## config.mk

```make
export PLATFORM = sky130hd
export DESIGN_NAME = stream_checksum_gen
export DESIGN_NICKNAME = d
export VERILOG_FILES = /design/src/rtl/stream_checksum_gen_pkg.sv /design/src/rtl/stream_checksum_gen.sv
export SDC_FILE = /design/constraint.sdc
export NUM_CORES = 1
export LEC_CHECK = 0
export BUFFER_PORTS_ARGS = -buffer_cell sky130_fd_sc_hd__buf_2
export CAP_MARGIN = 10
export CORE_ASPECT_RATIO = 0.6
export CORE_MARGIN = 4
export CORE_UTILIZATION = 45
export DETAILED_ROUTE_END_ITERATION = 8
export GPL_TIMING_DRIVEN = 0
export PLACE_DENSITY = 0.65
export SLEW_MARGIN = 20
export SYNTH_ARGS = -nofsm -noshare
export SYNTH_HDL_FRONTEND = slang
export SYNTH_SLANG_ARGS = --single-unit
export TNS_END_PERCENT = 20
```

## constraint.sdc

```tcl
create_clock -name clk -period 8.5 [get_ports clk]
set_input_delay 0.85 -clock clk [delete_from_list [all_inputs] [get_ports clk]]
set_output_delay 0.85 -clock clk [all_outputs]
set_load 0.05 [all_outputs]
```

## src/rtl/stream_checksum_gen_pkg.sv

```systemverilog
// Shared framing types and ones'-complement helpers for the checksum generator and its parser.
package stream_checksum_gen_pkg;

    typedef enum logic [1:0] {
        IDLE,
        PAYLOAD,
        TRAILER
    } gen_state_t;

    typedef struct packed {
        gen_state_t  state;
        logic [15:0] count;
        logic [15:0] sum;
    } gen_self_t;

    // 16-bit ones'-complement add: the carry out wraps back into bit 0.
    // The wrapped result cannot carry a second time.
    function automatic logic [15:0] ones_add16(input logic [15:0] a, input logic [15:0] b);
        logic [16:0] s;
        s = {1'b0, a} + {1'b0, b};
        return s[15:0] + {15'd0, s[16]};
    endfunction

    function automatic logic [15:0] fold_32(input logic [15:0] sum, input logic [31:0] word);
        return ones_add16(ones_add16(sum, word[31:16]), word[15:0]);
    endfunction

endpackage

```

## src/rtl/stream_checksum_gen.sv

```systemverilog
// Transmit framer: forwards payload through one register stage and appends a
// {word_count, ~checksum} trailer after each packet.
module stream_checksum_gen
    import stream_checksum_gen_pkg::*;
#(
    parameter int DATA_WIDTH  = 32,
    parameter int COUNT_WIDTH = 16
) (
    input  logic                  clk,
    input  logic                  reset,
    input  logic [DATA_WIDTH-1:0] stream_in_data,
    input  logic                  stream_in_valid,
    input  logic                  stream_in_last,
    output logic                  stream_in_ready,
    output logic [DATA_WIDTH-1:0] stream_out_data,
    output logic                  stream_out_valid,
    output logic                  stream_out_last,
    input  logic                  stream_out_ready
);

    if (DATA_WIDTH != 32) begin : g_bad_width
        $error("stream_checksum_gen supports DATA_WIDTH == 32 only");
    end
    if (COUNT_WIDTH < 1) begin : g_bad_count
        $error("stream_checksum_gen needs COUNT_WIDTH >= 1");
    end

    // Only the low 16 bits of the counter are ever visible, so a 16-bit
    // register masked to COUNT_WIDTH gives identical results for any width.
    localparam logic [15:0] CNT_MASK = (COUNT_WIDTH >= 16) ? 16'hFFFF
                                     : 16'((32'd1 << COUNT_WIDTH) - 32'd1);

    gen_self_t             self_q, self_d;
    logic [DATA_WIDTH-1:0] data_q, data_d;
    logic                  valid_q, valid_d;
    logic                  last_q, last_d;
    logic                  reg_free, in_xfer, out_xfer;

    assign reg_free        = !valid_q || stream_out_ready;
    assign stream_in_ready = (self_q.state != TRAILER) && reg_free;
    assign in_xfer         = stream_in_valid && stream_in_ready;
    assign out_xfer        = valid_q && stream_out_ready;

    always_comb begin
        self_d  = self_q;
        data_d  = data_q;
        valid_d = valid_q;
        last_d  = last_q;
        if (in_xfer) begin
            // count and sum are zero in IDLE, so opening a packet is the same update
            data_d       = stream_in_data;
            valid_d      = 1'b1;
            last_d       = 1'b0;
            self_d.count = (self_q.count + 16'd1) & CNT_MASK;
            self_d.sum   = fold_32(self_q.sum, stream_in_data);
            self_d.state = stream_in_last ? TRAILER : PAYLOAD;
        end else if (self_q.state == TRAILER && reg_free) begin
            data_d       = {self_q.count, ~self_q.sum};
            valid_d      = 1'b1;
            last_d       = 1'b1;
            self_d.count = '0;
            self_d.sum   = '0;
            self_d.state = IDLE;
        end else if (out_xfer) begin
            valid_d = 1'b0;
            last_d  = 1'b0;
        end
    end

    always_ff @(posedge clk) begin
        if (reset) begin
            self_q  <= '{state: IDLE, count: '0, sum: '0};
            data_q  <= '0;
            valid_q <= 1'b0;
            last_q  <= 1'b0;
        end else begin
            self_q  <= self_d;
            data_q  <= data_d;
            valid_q <= valid_d;
            last_q  <= last_d;
        end
    end

    assign stream_out_data  = data_q;
    assign stream_out_valid = valid_q;
    assign stream_out_last  = last_q;

endmodule

```

==> results of run 1 <==
through the flow:
step,setup slack [ns],util (%),area [sq um],std cells
6_report,1.15,54.2,5800,864
5_1_grt,0.676,54.2,5800,864
4_1_cts,1.26,54.2,5800,864
3_5_place_dp,0.943,51.7,5530,849
3_3_place_gp,0.989,51.7,5530,849
2_1_floorplan,2.30,-,5000,639
worst max-delay path: cells and delay by family:
family                     cells  cell delay, ns
AOI/OAI and AO/OA             11            2.21
and+or+nand+nor               11            2.18
adders and majority gates      6            1.67
xor gates and xnor gates       1            0.15
buffers and inverters          4            0.58
power groups by stage:
stage	Combinational, W	Clock (W)	Sequential (W)
floorplan	0.00104	0	0.000440
global placement	0.00135	0	0.000407
detailed placement	0.00137	0	0.000407
CTS	0.00138	0.000352	0.000401
global route	0.00154	0.000366	0.000406
finish	0.00139	0.000347	0.000402
synthesized netlist by cell type (3+ instances only):
master and count:
or4_1 3, xor2_1 17, o211ai_1 9, o21a_1 7
nor3_1 12, nand3_1 45, nand4_1 13, a21oi_1 63
nor2_1 77, and2_1 6, ha_1 41, xnor2_1 28
nand2b_1 4, nor2b_1 5, a22oi_1 17, o21ai_0 10
buf_1 3, o31ai_1 4, inv_1 15, a211oi_1 7
a221oi_1 17, clkbuf_1 23, and3_1 6, or2_2 5
dfxtp_1 68, o21ai_1 4, a21o_1 10, nand2_1 68
final timing paths:
kind / start / endpoint / slack [ns] / cells past startpoint
max: stream_in_data[16] / self_q[14] / 1.15 / 33
min reg2reg: stream_out_data[28] / stream_out_data[28] / 0.45 / 2
min: stream_out_data[28] / stream_out_data[28] / 0.45 / 2
max reg2reg: self_q[0] / self_q[14] / 1.32 / 32
sequential cells by signal (all words and copies together), names as in the netlist:
register,flops
stream_out_valid,1
self_q,34
stream_out_data,32
stream_out_last,1
layer usage:
| metal | GRT usage, % | up-vias |
|---|---|---|
| li1 | - | 2500 |
| met1 | 39.2 | 2500 |
| met2 | 36.1 | 240 |
| met3 | 5.98 | 26 |
| met4 | 7.96 | 0 |
| met5 | 0 | - |
layout by cell type, fill, tap and decap left out, types with 25 or more instances in the layout:
master and n:
a21oi_1 63, buf_2 73, clkbuf_1 25, dfxtp_1 68, ha_1 41, nand2_1 68
nand3_1 45, nor2_1 77, xnor2_1 28
cell type report:
type,count,area [sq um],area share (%)
Tap cell,139,174,3.00
Buffer,29,119,2.05
Multi-Input combinational cell,527,3470,59.7
Inverter,15,56.3,0.970
Sequential cell,68,1360,23.5
Timing Repair Buffer,71,355,6.12
Clock inverter,2,10.0,0.172
Clock buffer,13,260,4.48
cell families after synthesis:
| logic type | Yosys count | synth area share, % |
|---|---|---|
| AO/OA/AOI/OAI | 176 | 24.4 |
| XOR/XNOR | 46 | 8.33 |
| adder cells (fa/ha/maj) | 43 | 11.1 |
| buffers and inverters | 44 | 3.50 |
| flip-flops | 68 | 27.2 |
| multiplexers | 4 | 0.850 |
| AND/OR/NAND/NOR | 258 | 24.7 |
==> run metrics, run 1 <==
max-slew violations 0; Longest Clk Path Bufs 2; slowest cell on the critical path or4_1; Achievable Freq roughly 140 MHz; Post-Syn Area roughly 5000 sq um; number of synthesized flops with an enable pin 0; Max Clock Skew just over 0.008 ns; Met2 Wirelength between 6 and 7 mm; vias in the first global route 4714; Syn Nets 719; hold_ws roughly 0.45 ns; row cnt 29; # DRC 0; DR vias/cell between 6 and 7; Worst slew margin 49.6%; final WL 16.7 mm; post-route clock period utilization 86.5%; Pre-Repair DR Iteration Count 5; top post-synthesis cells by area dfxtp_1, ha_1, a21oi_1; PD cells between 300 and 400 nW/um^2; post-synthesis sequential area ratio between 20% and 30%; Worst Setup Path Type in -> reg; Final Hold Vio Count 0; Avg Inst Size Synth 7.83 sq um; global-route wire length before repair ~26 mm; Max Used Layer met4; Fill cells ~1000; TritonCTS clock tree built; ratio of cells with drive above 1 in the final layout 14.6%; post-route setup TNS 0 ns; Initial Util around 47%; clock root buffer clkbuf_16; DRT met1 WL 8.42 mm; overall via count from detail_route 5266; share of power burned in registers roughly a fifth; Worst setup SP type input pin; die span in x 144 microns; Synth async-reset ratio 0%; Max FO, Critical Path 8; CTS hold repair buffers 0; Detail Route met3 WL roughly 1.6 mm; Leak Pwr 2.41 nW; layout net count between 800 and 900; clock latency on the worst-skew pair 0.33 ns; htree depth 3; clock buffer count from CTS 9; Final setup viols 0; P_sw a little over 0.001 W; Core Area ~11000 sq um; Clock Power Share 16.2%; Pint 0.00111 W; Die Area around 13000 sq um; setup bufs post-CTS 0; Max Cap Viol 0; number of port buffers roughly 70; RSZ-0062 raised after global routing false; total chip power around 0.0021 W; initial DRC count 430; CP peak stage delay 0.52 ns; area leader, netlist dfxtp_1; Yosys warning count 0; Switching Share 48.3%; clock period minus worst slack around 7.4 ns; arrival time worst endpoint about 7.6 ns; Comb power frac 65.0%; total congestion overflow 0; Yosys reg bits ~70; CP endpoint kind flop; die height approximately 90 microns; top-area cell type share of the netlist area between 20% and 30%; largest net degree at the start of global routing 11; Peak VDD IR 0.000197 V; post-CTS sizing 0; Placer Congestion 0.951; Inserted Diodes 0; clk sink count 68; Clock transition at path regs approximately 0.06 ns; worst slew pin tran 0.755 ns; IO Pins 72; synthesis-to-finish area growth 16.0%; HP Class reg -> reg; number of antenna violations at the first check in global routing 0; aggregate global-route resource usage 25.9%; crit-path most repeated cell ha_1; WL/cell between 15 and 20 microns; Synth cell types 64; hpwl dp between 10 and 15 mm; Req. time, crit path just under 9 ns; Main synth FF type dfxtp_1; Synth Instances 639; status finished, final reports clean; Post-DRT Antenna Nets 0
No activity file was read; power rests on OpenSTA's default activity.
==> run 2: changes to the inputs <==
ABC_AREA = 1   (was not set)
CORE_ASPECT_RATIO = 1.5   (was 0.6)
PLACE_DENSITY = not set   (was 0.65)
==> run 2 against run 1 <==
Die area rose by 7.9%; combinational power rose by 28%; register-to-register slack improved by 0.65 ns; critical endpoint unchanged; largest power group unchanged; highest routed layer unchanged.
==> run metrics, run 2 <==
status finished, final reports clean; Avg Inst Size Synth 6.33 sq um (-19%); HP Class reg -> reg; Die Area 14000 sq um (+7.9%); number of antenna violations at the first check in global routing 0 (unchanged); CTS hold repair buffers 0 (unchanged); worst slew pin tran 0.873 ns (+0.117 ns); Worst setup SP type input pin; TritonCTS clock tree built; global-route wire length before repair 29.0 mm (+14%); htree depth 3 (unchanged); Initial Util 46.7% (about the same); crit-path most repeated cell nand2_1; Clock Power Share 15.5% (-0.7 points); post-synthesis sequential area ratio 25.0% (-2.2 points); CP peak stage delay 0.38 ns (-0.14 ns); clock root buffer clkbuf_16; Max FO, Critical Path 6 (-2); RSZ-0062 raised after global routing false; Worst Setup Path Type in -> reg; commonest non-fill, non-tap cell in the layout nand2_1; initial DRC count 197 (-54%); Core Area 11700 sq um (+8.8%); PD cells 413 nW/um^2 (+12%); post-CTS sizing 0 (unchanged); Placer Congestion 0.893 (-6.1%); number of port buffers 70 (-1.4%); max-slew violations 0 (unchanged); Yosys reg bits 68 (unchanged); Final Hold Vio Count 0 (unchanged); Longest Clk Path Bufs 2 (unchanged); clock period minus worst slack 6.79 ns (-0.567 ns); arrival time worst endpoint 7.04 ns (-0.58 ns); number of synthesized flops with an enable pin 0 (unchanged); Inserted Diodes 0 (unchanged); clk sink count 68 (unchanged); P_sw 0.00139 W (+34%); Synth async-reset ratio 0% (unchanged); synthesis-to-finish area growth 15.7%; DR vias/cell 5.38 (-12%); Switching Share 53.5% (+5.3 points); Main synth FF type dfxtp_1; Peak VDD IR 0.000313 V (+59%); Fill cells 1239 (+21%); Comb power frac 68.6% (+3.6 points); hpwl dp 15.4 mm (+16%); Req. time, crit path 8.76 ns (about the same); Post-DRT Antenna Nets 0 (unchanged); aggregate global-route resource usage 26.6% (+0.71 points); Biggest register self_q; total congestion overflow 0 (unchanged); layout net count 1020 (+27%); IO Pins 72 (unchanged); final instance area 6300 sq um (+8.5%); Syn Nets 939 (+31%); CP endpoint kind flop; # DRC 0 (unchanged); top-area cell type share of the netlist area 25.0% (-2.2 points); top post-synthesis cells by area dfxtp_1, nand2_1, ha_1; Yosys warning count 0 (unchanged); Synth Instances 859 (+34%); Max Cap Viol 0 (unchanged); ratio of cells with drive above 1 in the final layout 14.6% (-0.018 points); overall via count from detail_route 5887 (+12%); count leader, synth nand2_1; Leak Pwr 3.20 nW (+33%); final WL 18.6 mm (+11%); WL/cell 16.9 microns (-12%); Clock transition at path regs 0.06 ns (about the same); Max Clock Skew 0.00588 ns (-0.00216 ns); die height 143 microns (+59%); Pre-Repair DR Iteration Count 5 (unchanged); vias in the first global route 5854 (+24%); area leader, netlist dfxtp_1; clock latency on the worst-skew pair 0.34 ns (about the same); reg-to-reg slack, setup 1.97 ns (+0.65 ns); commonest non-fill, non-tap cells in the layout nand2_1, inv_1, buf_2; Achievable Freq 147 MHz (+8.4%); post-route clock period utilization 79.8% (-6.7 points); clock buffer count from CTS 9 (unchanged); largest net degree at the start of global routing 13 (+2); Pint 0.00121 W (+8.9%); row cnt 48 (+66%); post-route setup TNS 0 ns (unchanged); slowest cell on the critical path fa_1; max FFs per register 34 (unchanged); Post-synth top cells nand2_1, inv_1, nor2_1; placed cell area 5980 sq um (+8.1%); Post-Syn Area 5440 sq um (+8.8%); die span in x 97.8 microns (-32%); share of power burned in registers 15.9% (-2.8 points); Final setup viols 0 (unchanged); setup bufs post-CTS 0 (unchanged); Synth cell types 45 (-30%); Worst slew margin 41.8% (-7.8 points)
-- run 2: worst paths after layout --
| check | end | cells after the start | start |
|---|---|---|---|
| setup / recovery | self_q[14] | 40 | stream_in_data[16] |
| hold / removal | self_q[32] | 2 | self_q[32] |
| setup reg to reg | self_q[14] | 39 | self_q[0] |
| hold reg to reg | self_q[32] | 2 | self_q[32] |
-- run 2: power by group through the flow --
stage	clock [W]	combinational, W	sequential (W)
global placement	0	0.00174	0.000417
CTS	0.000408	0.00178	0.000411
global route	0.000421	0.00202	0.000418
floorplan	0	0.00132	0.000451
finish	0.000403	0.00178	0.000412
detailed placement	0	0.00177	0.000418
-- run 2: metrics by stage --
step                      total power [W]  std cells  hold slack (ns)  util [%]  setup slack, ns
after floorplan                   0.00177        859            0.426         -             3.04
after global placement            0.00216       1079            0.440      51.3             1.40
after detailed placement          0.00219       1079            0.447      51.3             1.31
after CTS                         0.00260       1095            0.458      54.0             1.64
after global routing              0.00286       1095            0.490      54.0             1.28
final                             0.00260       1095            0.453      54.0             1.71
-- run 2: metal layers --
layer	vias to the layer above	part of all wire [%]	global-route usage, %
met2	154	54	52.0
met3	54	3.8	3.81
met5	-	0	0
met4	0	5.8	15.8
li1	2969	-	-
met1	2710	37	26.3
-- run 2: final cells by class --
cell class / instances / area (sq um) / share of cell area, %
buffer: 23 / 106 / 1.69
clock buffer: 10 / 229 / 3.64
clock inverter: 6 / 88.8 / 1.41
inverter: 120 / 450 / 7.15
multi-input combinational: 648 / 3520 / 56.0
sequential: 68 / 1360 / 21.6
tap: 150 / 188 / 2.98
timing repair buffer: 70 / 350 / 5.56
-- run 2: critical path, delay by kind of cell --
family / cells / cell delay [ns]
and+or+nand+nor: 24 / 3.20
buffers and inverters: 4 / 0.32
adders and majority gates: 6 / 1.55
xor gates and xnor gates: 1 / 0.18
AOI/OAI and AO/OA: 5 / 0.90
-- run 2: kinds of logic after synthesis --
family	share of synthesized area, %
compound gates	15.1
fa+ha+maj	10.2
simple gates	36.4
buf+inv	10.2
flops	25.0
xor+xnor	3.13
